==> config.mk <==
export PLATFORM = sky130hd
export DESIGN_NAME = btn_move_queue
export DESIGN_NICKNAME = d
export VERILOG_FILES = /design/src/rtl/btn_move_queue.sv
export SDC_FILE = /design/constraint.sdc
export NUM_CORES = 1
export LEC_CHECK = 0
export BUFFER_PORTS_ARGS = -buffer_cell sky130_fd_sc_hd__buf_2
export CORE_AREA = 2 2 95 97
export CTS_CLUSTER_SIZE = 12
export DETAILED_ROUTE_END_ITERATION = 16
export DIE_AREA = 0 0 97 99
export GPL_ROUTABILITY_DRIVEN = 0
export PLACE_DENSITY = 0.83
export SETUP_SLACK_MARGIN = 0.15
export SLEW_MARGIN = 15
export SYNTH_ARGS = -nofsm -noshare
export SYNTH_HDL_FRONTEND = slang
export SYNTH_SLANG_ARGS = --single-unit
==> constraint.sdc <==
create_clock -name clk -period 4.98 [get_ports clk]
set_input_delay 0 -clock clk [delete_from_list [all_inputs] [get_ports clk]]
set_output_delay 0 -clock clk [all_outputs]
set_load 0.02 [all_outputs]
==> src/rtl/btn_move_queue.sv <==
// btn_move_queue: synchronise and debounce four direction buttons, queue each clean press as a 2-bit move in a FWFT FIFO.
// Define BTN_REPEAT_EN to add hold-to-repeat of the last pressed direction.
module btn_move_queue #(
    parameter int DEBOUNCE_CYCLES = 1000000,
    parameter int FIFO_DEPTH      = 4,
    parameter int REPEAT_DELAY    = 30000000,
    parameter int REPEAT_PERIOD   = 10000000
) (
    input  logic       clk,
    input  logic       clr,
    input  logic       up,
    input  logic       down,
    input  logic       left,
    input  logic       right,
    output logic       move_valid,
    output logic [1:0] move_dir,
    input  logic       move_ready,
    output logic [3:0] btn_state,
    output logic       overflow
);
    localparam int CW = DEBOUNCE_CYCLES > 1 ? $clog2(DEBOUNCE_CYCLES) : 1;
    localparam int AW = $clog2(FIFO_DEPTH);
    localparam logic [CW-1:0] CNT_LAST = CW'(DEBOUNCE_CYCLES - 1);
    localparam logic [AW:0]   OCC_FULL = (AW+1)'(FIFO_DEPTH);

    if (DEBOUNCE_CYCLES < 1 || FIFO_DEPTH < 2 || (FIFO_DEPTH & (FIFO_DEPTH - 1)) != 0 ||
        REPEAT_DELAY < 1 || REPEAT_PERIOD < 1) begin : g_bad_params
        $error("btn_move_queue: invalid parameters");
    end

    logic [3:0]    s1_q, s1_d, s2_q, s2_d, stable_q, stable_d, prev_q, prev_d, press;
    logic [CW-1:0] cnt_q [4];
    logic [CW-1:0] cnt_d [4];
    logic [1:0]    mem_q [FIFO_DEPTH];
    logic [1:0]    mem_d [FIFO_DEPTH];
    logic [AW-1:0] wr_q, wr_d, rd_q, rd_d;
    logic [AW:0]   occ_q, occ_d;
    logic          ovf_q, ovf_d, real_press, push_req, pop, push, full;
    logic [1:0]    real_dir, push_dir;

    assign press      = stable_q & ~prev_q;
    assign real_press = |press;
    assign real_dir   = press[0] ? 2'd0 : press[1] ? 2'd1 : press[2] ? 2'd2 : 2'd3;
    assign full       = occ_q == OCC_FULL;
    assign move_valid = occ_q != '0;
    assign move_dir   = mem_q[rd_q];
    assign btn_state  = stable_q;
    assign overflow   = ovf_q;
    assign pop        = move_valid && move_ready;
    assign push       = push_req && (!full || pop);

    always_comb begin
        s1_d     = {right, left, down, up};
        s2_d     = s1_q;
        prev_d   = stable_q;
        stable_d = stable_q;
        for (int i = 0; i < 4; i++) begin
            cnt_d[i] = '0;
            if (s2_q[i] != stable_q[i]) begin
                if (cnt_q[i] == CNT_LAST) stable_d[i] = s2_q[i];
                else cnt_d[i] = cnt_q[i] + 1'b1;
            end
        end
        mem_d = mem_q;
        if (push) mem_d[wr_q] = push_dir;
        wr_d  = wr_q + AW'(push);
        rd_d  = rd_q + AW'(pop);
        occ_d = occ_q + (AW+1)'(push) - (AW+1)'(pop);
        ovf_d = ovf_q || (push_req && full && !pop);
    end

    always_ff @(posedge clk or negedge clr) begin
        if (!clr) begin
            s1_q     <= '0;
            s2_q     <= '0;
            stable_q <= '0;
            prev_q   <= '0;
            for (int i = 0; i < 4; i++) cnt_q[i] <= '0;
            for (int i = 0; i < FIFO_DEPTH; i++) mem_q[i] <= '0;
            wr_q     <= '0;
            rd_q     <= '0;
            occ_q    <= '0;
            ovf_q    <= 1'b0;
        end else begin
            s1_q     <= s1_d;
            s2_q     <= s2_d;
            stable_q <= stable_d;
            prev_q   <= prev_d;
            cnt_q    <= cnt_d;
            mem_q    <= mem_d;
            wr_q     <= wr_d;
            rd_q     <= rd_d;
            occ_q    <= occ_d;
            ovf_q    <= ovf_d;
        end
    end

`ifdef BTN_REPEAT_EN
    localparam int RW = $clog2(REPEAT_DELAY + REPEAT_PERIOD + 1);

    logic [RW-1:0] rcnt_q, rcnt_d;
    logic [1:0]    rdir_q, rdir_d;
    logic          ract_q, ract_d, rfirst_q, rfirst_d, rpt_fire;

    // rcnt counts cycles since the last press or repeat; a real press always wins the push slot
    always_comb begin
        rpt_fire = ract_q && stable_q[rdir_q] &&
                   rcnt_q == (rfirst_q ? RW'(REPEAT_DELAY) : RW'(REPEAT_PERIOD));
        rcnt_d   = rpt_fire ? RW'(1) : ract_q ? rcnt_q + 1'b1 : rcnt_q;
        rdir_d   = rdir_q;
        ract_d   = ract_q && stable_q[rdir_q];
        rfirst_d = rfirst_q && !rpt_fire;
        if (real_press) begin
            rcnt_d   = RW'(1);
            rdir_d   = real_dir;
            ract_d   = 1'b1;
            rfirst_d = 1'b1;
        end
    end

    always_ff @(posedge clk or negedge clr) begin
        if (!clr) begin
            rcnt_q   <= '0;
            rdir_q   <= '0;
            ract_q   <= 1'b0;
            rfirst_q <= 1'b0;
        end else begin
            rcnt_q   <= rcnt_d;
            rdir_q   <= rdir_d;
            ract_q   <= ract_d;
            rfirst_q <= rfirst_d;
        end
    end

    assign push_req = real_press || rpt_fire;
    assign push_dir = real_press ? real_dir : rdir_q;
`else
    assign push_req = real_press;
    assign push_dir = real_dir;
`endif
endmodule

* After elaboration in Yosys (flattened, before gate mapping) *
Cells that the tools add are included.

word-level totals
  register bits after elaboration = 112
  input bits = 7

cells by class
  add/sub/neg operators = 8
  magnitude comparators = 3
  equality and inequality tests = 9
  mux-type cells = 17
  bitwise gates (word level) = 4
  reduce and logical (&&, ||, !) cells = 15

operators with widths
  kind                   number
  $mux 20                8
  $add 20x1->20 const B  4
  $eq 20x20->1 const B   4
  $mux 2                 5
  $bwmux 8               1
  $reduce_and 2->1       4
  $ge 3x3->1 const B     2
  $not 2->3              2
  $logic_and 1x1->1      5
  $add 2x1->2            2
  $and 4x4->4            1
  $bmux 2 s2             1
  $demux 2 s2            1
  $ne 1x1->1             4
  $not 4->4              1
  $reduce_or 4->1        1
  $add 3x1->3            1
  $eq 3x3->1 const B     1
  $lt 3x1->1 const B     1
  $reduce_bool 3->1      1
  $sub 3x1->3            1
  $logic_not 1->1        2
  $logic_or 1x1->1       2
  $mux 1                 1

* Depth between registers and ports, before layout *
  word-level depth = 6
  depth in mapped cells = 9

* Least setup slack after synthesis *
OpenSTA, ideal clock, no wires.

  path type = flip-flop to flip-flop
  from = register occ_q[0]
  to = register occ_q[2]
  arrival time = 2.159 ns
  required time = 4.857 ns
  path slack = 2.698 ns
  stages on the path, launching flop included = 9
  period minus slack after synthesis = 2.282 ns
  cells stage by stage = dfrtp_1 > or3_1 > and2_1 > ha_1 > inv_1 > ha_1 > fa_1 > xnor2_1 > xnor2_1

on the way
  word-level cells in the longest chain between the ends = 6
  elaborated cells between the ends (all ways) = 8
  those cells by class = 2 x add/sub; 1 x eq/ne; 5 x reduce/logical

RTL lines
  element                 RTL line  RTL
  from (decl)             37        logic [AW:0] occ_q, occ_d;
  from (signal assigned)  82        occ_q <= '0;
  from (signal assigned)  93        occ_q <= occ_d;
  $reduce_bool 3->1 *     45        assign move_valid = occ_q != '0;
  via move_valid          15        output logic move_valid,
  $logic_and 1x1->1 *     49        assign pop = move_valid && move_ready;
  $logic_or 1x1->1        50        assign push = push_req && (!full || pop);
  $logic_and 1x1->1       50
  $add 3x1->3             68        occ_d = occ_q + (AW+1)'(push) - (AW+1)'(pop);
  $sub 3x1->3 *           68
  via occ_d[2]            37

The timed path passes the listed nets; every way through them passes the cells marked *.
A chain may end at the register's enable or synchronous reset.

* Final worst setup path *
  from = register stable_q[0], in the netlist btn_state[0]
  to = register occ_q[2]

on the way
  word-level cells in the longest chain between the ends = 5

RTL lines
  element                 RTL line  RTL
  from (decl)             31        logic [3:0] s1_q, s1_d, s2_q, s2_d, stable_q, stable_d, prev_q, prev_d, press;
  from (signal assigned)  87        stable_q <= stable_d;
  $and 4x4->4             41        assign press = stable_q & ~prev_q;
  $reduce_or 4->1         42        assign real_press = |press;
  $logic_and 1x1->1       50
  $add 3x1->3             68
  $sub 3x1->3             68
  via occ_d[2]            37

The timed path passes the listed nets, and every way through them passes these cells.

==> results.md <==
- The worst setup path is captured at a flip-flop.
- The clock passes through at most 2 buffers.
- The number of global-route vias before repair is 3683.
- After detailed placement, the total cell area comes to 5470 um^2.
- The required time at the worst-slack endpoint is 5.28 ns.
- The type of the tightest min-delay check is in2async.
- Setup repair after global routing left no endpoint under its margin.
- Summed over all layers, the global routing overflow is 0.
- The detail-routed via count per cell is 5.92.
- Entering global routing, the biggest net connects 60 pins.
- The number of nets in the layout is 537.
- Of the available clock period, the critical path in the final layout requires 48.4%.
- In this run the worst path has a maximum fanout of 6.
- The initial utilization of the core area, before any placement, comes to 62.0%.
- The final sum of negative setup slack is 0 ns.
- In this run, flip-flops and latches consume 59.1% of the power.
- The critical path in this run is classified as reg2reg.
- The total core area is 8550 um^2.
- After the first detailed-routing iteration, the DRC count stood at 167.
- In this run switching power makes up 25.2% of total power.
- The first global-routing pass estimated 16600 um of wire.
- Relative to the synthesized area, the layout overhead comes to 8.19%.
- Of all flip-flops after synthesis, the portion carrying an async set or reset was 100%.
- The count of max-cap constraint violations is 0.
- The number of setup buffers added after CTS is 0.
- In this run, the combinational gates consume 7.9% of the power.
- The floorplan has 34 rows.
- The global routing stage identified its most utilized layer as met2.
- TritonCTS built the clock tree.
- The run finished with clean final reports.
- The met1 usage is 28.4%.
- Synthesis instantiated 47 different standard cells from the library.
- Yosys printed 0 warnings.
- The worst endpoint data arrival time is 2.71 ns.
- In the final routed layout, each cell accounts on average for 14.9 um.
- The number of nets in the synthesized netlist is 513.
- The instance count of the mapped netlist is 497.
- The final max-slew violation count is 0.
- After synthesis the cells add up to 5300 um^2.
- After detailed routing, the number of remaining DRC violations is 0.
- The total count of hold-check failures in the final report came to 0.
- The die covers 9600 um^2.
- The final critical-path setup slack is 2.57 ns.
- The minimum setup slack after placement is 2.58 ns.
- The height of the die is 99 um.
- On the final layout, the worst clock skew is 0.0171 ns.
- The first TritonRoute pass finished after 4 iterations.
- The worst reg2reg path endpoint is occ_q[2]$_DFF_PN0_.
- Derived from the worst setup path, the maximum achievable clock frequency is 0.415 GHz.
- Cell internal power was estimated by the tool at 1.24 mW.
- The total via count after detailed routing is 3753.
- The remaining antenna violation count after routing is 0.
- The power per cell area is 288 nW/um^2.
- The clock period minus worst slack is 2.41 ns.
- During I/O placement, the number of pins put on the boundary was 15.
- Clock tree synthesis found a total of 112 sinks.
- The overall global routing resource usage is 20.9%.
- The remaining max-slew budget at the tightest pin is 48.0%.
- The antenna diode instance count is 0.
- In this run the critical register-to-register path is launched from btn_state[0]$_DFFE_PN0P_.
- The layout cell share with drive strength beyond 1 is 11.6%.
- Yosys attributes the largest share of cell area to sky130_fd_sc_hd__dfrtp_1, sky130_fd_sc_hd__xor2_1, sky130_fd_sc_hd__xnor2_1, sky130_fd_sc_hd__nor2_1, sky130_fd_sc_hd__nand3_1.
- The finished cells cover 5740 um^2.
- The number of port buffers is 14.
- STA classifies the critical path startpoint as a flip-flop.
- The most used flip-flop cell after synthesis is sky130_fd_sc_hd__dfrtp_1.
- The number of antenna violations at the first check in global routing is 0.
- Buffers inserted during clock tree synthesis total 9.
- The biggest area contributor in the post-synthesis netlist is sky130_fd_sc_hd__dfrtp_1.
- The die extent in x is 97 um.
- The leakage dissipation is 2.44 nW.
- The switching power of the nets is 416 uW.
- Once detailed placement completed, the half-perimeter wirelength came to 6580 um.
- For this run, the register share of the synthesized area comes to 52.9%.
- The clock tree root driver cell is sky130_fd_sc_hd__clkbuf_8.
- The maximum level of the CTS H-tree is 3.
- The number of cell instances on the worst register-to-register path is 9.
- Across all register-to-register paths, the minimum setup slack is 2.57 ns.
- The clock network fraction of total power is 33.0%.
- The number of synthesized flops with an enable pin is 0.
- The smallest hold slack is 0.212 ns.
- The area share of the leading cell type in the synthesized netlist is 52.9%.
- In this run, synthesis produced a sequential element count of 112.
- The final setup violation count is 0.
- The routed design has 9430 um of wire.
- Across the VDD grid, the largest voltage drop is 0.175 mV.
- For this run, global-route usage on met2 was measured as 34.8%.
- The global-route met3 utilization is 3.12%.
- The clock transition at the registers of the reported paths is 0.11 ns.
- For the pin with the worst max-slew slack, the measured transition is 0.780 ns.
- The clock latency on the worst-skew pair is 0.37 ns.
- Each instance of the synthesized netlist takes up on average 10.7 um^2.
-- per-stage QoR --
step | cells | util, % | total power [mW]
4_1_cts | 634 | 67.1 | 1.67
2_1_floorplan | 497 | - | 1.07
6_report | 634 | 67.1 | 1.65
5_1_grt | 634 | 67.1 | 1.73
3_3_place_gp | 612 | 64.0 | 1.11
3_5_place_dp | 612 | 64.0 | 1.12
-- worst max-delay path: stages, from the launching register on --
cell and delay (ns):
sky130_fd_sc_hd__dfrtp_1 0.44, sky130_fd_sc_hd__nand2b_1 0.12, sky130_fd_sc_hd__a41oi_1 0.44, sky130_fd_sc_hd__inv_1 0.09, sky130_fd_sc_hd__ha_1 0.28, sky130_fd_sc_hd__inv_1 0.05
sky130_fd_sc_hd__ha_1 0.19, sky130_fd_sc_hd__fa_1 0.38, sky130_fd_sc_hd__xnor2_1 0.20, sky130_fd_sc_hd__xnor2_1 0.14
-- routing by layer --
layer / wire [um] / part of all wire [%] / vias to the layer above
li1: - / - / 1819
met1: 4440 / 47 / 1876
met2: 4620 / 49 / 47
met3: 260 / 2.8 / 11
met4: 119 / 1.3 / 0
met5: 0 / 0 / -
-- what timing repair did --
item / in CTS / in global routing
hold buffers: 6 / 0
resized for setup: 0 / 0
endpoints found under the hold margin: 63 / 0
-- cells in the final DEF (no fill, tap or decap), types with 2 or more instances in the layout --
cell type,n
sky130_fd_sc_hd__a21oi_1,24
sky130_fd_sc_hd__and2_1,7
sky130_fd_sc_hd__and3_1,12
sky130_fd_sc_hd__and4_1,5
sky130_fd_sc_hd__buf_2,13
sky130_fd_sc_hd__buf_4,4
sky130_fd_sc_hd__clkbuf_8,9
sky130_fd_sc_hd__clkinvlp_4,3
sky130_fd_sc_hd__dfrtp_1,112
sky130_fd_sc_hd__dlygate4sd3_1,6
sky130_fd_sc_hd__ha_1,8
sky130_fd_sc_hd__inv_1,15
sky130_fd_sc_hd__inv_6,2
sky130_fd_sc_hd__mux2_2,12
sky130_fd_sc_hd__mux4_2,2
sky130_fd_sc_hd__nand2_1,27
sky130_fd_sc_hd__nand2b_1,4
sky130_fd_sc_hd__nand3_1,32
sky130_fd_sc_hd__nand3b_1,2
sky130_fd_sc_hd__nand4_1,16
sky130_fd_sc_hd__nand4_2,3
sky130_fd_sc_hd__nand4b_1,3
sky130_fd_sc_hd__nor2_1,59
sky130_fd_sc_hd__nor3_1,12
sky130_fd_sc_hd__nor4_1,5
sky130_fd_sc_hd__nor4b_1,5
sky130_fd_sc_hd__o21ai_0,13
sky130_fd_sc_hd__o31ai_1,10
sky130_fd_sc_hd__o31ai_2,2
sky130_fd_sc_hd__or3_1,12
sky130_fd_sc_hd__or4_1,10
sky130_fd_sc_hd__or4_4,2
sky130_fd_sc_hd__or4b_1,3
sky130_fd_sc_hd__xnor2_1,26
sky130_fd_sc_hd__xor2_1,30
-- state kept, by name (all words and copies together) (netlist names) --
| signal | flops |
|---|---|
| s1_q | 4 |
| s2_q | 4 |
| prev_q | 4 |
| btn_state | 4 |
| mem_q | 8 |
| overflow | 1 |
| occ_q | 3 |
| rd_q | 2 |
| wr_q | 2 |
| cnt_q | 80 |
-- worst max path at each step --
stage	from	endpoint	slack (ns)	depth (start not counted)
after floorplan	occ_q[0]$_DFF_PN0_	occ_q[2]$_DFF_PN0_	2.70	8
after global placement	cnt_q[73]$_DFF_PN0_	cnt_q[63]$_DFF_PN0_	2.65	4
after detailed placement	prev_q[2]$_DFF_PN0_	occ_q[2]$_DFF_PN0_	2.58	9
after CTS	btn_state[0]$_DFFE_PN0P_	occ_q[2]$_DFF_PN0_	2.54	9
after global routing	btn_state[0]$_DFFE_PN0P_	occ_q[2]$_DFF_PN0_	2.28	9
final	btn_state[0]$_DFFE_PN0P_	occ_q[2]$_DFF_PN0_	2.57	9
-- cells in the mapped netlist, types with 3 or more instances --
master / instances
sky130_fd_sc_hd__nor4b_1: 5
sky130_fd_sc_hd__nor2_1: 59
sky130_fd_sc_hd__clkbuf_1: 3
sky130_fd_sc_hd__a21oi_1: 24
sky130_fd_sc_hd__or4b_1: 3
sky130_fd_sc_hd__mux2_2: 12
sky130_fd_sc_hd__xnor2_1: 26
sky130_fd_sc_hd__nor3_1: 12
sky130_fd_sc_hd__nand4b_1: 3
sky130_fd_sc_hd__xor2_1: 30
sky130_fd_sc_hd__inv_1: 15
sky130_fd_sc_hd__buf_2: 4
sky130_fd_sc_hd__nor4_1: 5
sky130_fd_sc_hd__o31ai_1: 10
sky130_fd_sc_hd__and4_1: 5
sky130_fd_sc_hd__dfrtp_1: 112
sky130_fd_sc_hd__nand3_1: 32
sky130_fd_sc_hd__ha_1: 8
sky130_fd_sc_hd__and2_1: 7
sky130_fd_sc_hd__o21ai_0: 13
sky130_fd_sc_hd__nand4_1: 16
sky130_fd_sc_hd__or3_1: 12
sky130_fd_sc_hd__nand2_1: 27
sky130_fd_sc_hd__nand4_2: 3
sky130_fd_sc_hd__or4_1: 10
sky130_fd_sc_hd__and3_1: 12
sky130_fd_sc_hd__nand2b_1: 4
-- cells by family (layout without fill, tap and decap cells) --
family | count (synthesis) | in the layout | synth area share (%)
simple gates | 226 | 226 | 23.5
compound gates | 55 | 55 | 6.56
xor+xnor | 56 | 56 | 9.25
mux | 14 | 14 | 3.40
fa+ha+maj | 9 | 9 | 2.27
flops | 112 | 112 | 52.9
buf+inv | 25 | 54 | 2.17
-- power groups by stage --
| stage | Clock [mW] | Sequential, mW | Combinational, mW |
|---|---|---|---|
| CTS | 0.557 | 0.977 | 0.134 |
| detailed placement | 0 | 0.994 | 0.128 |
| global placement | 0 | 0.990 | 0.119 |
| finish | 0.545 | 0.977 | 0.131 |
| floorplan | 0 | 0.984 | 0.0865 |
| global route | 0.600 | 0.980 | 0.152 |
-- layout make-up --
| type | instances | area [um^2] |
|---|---|---|
| fillers | 653 | 2810 |
| flip-flops and latches | 112 | 2800 |
| multi-input cells | 360 | 2380 |
| repair buffers | 23 | 155 |
| well taps | 108 | 135 |
| clock buffers | 9 | 124 |
| clock inverters | 7 | 78.8 |
| inverters | 15 | 56.3 |
(Power assumes the default switching activity.)
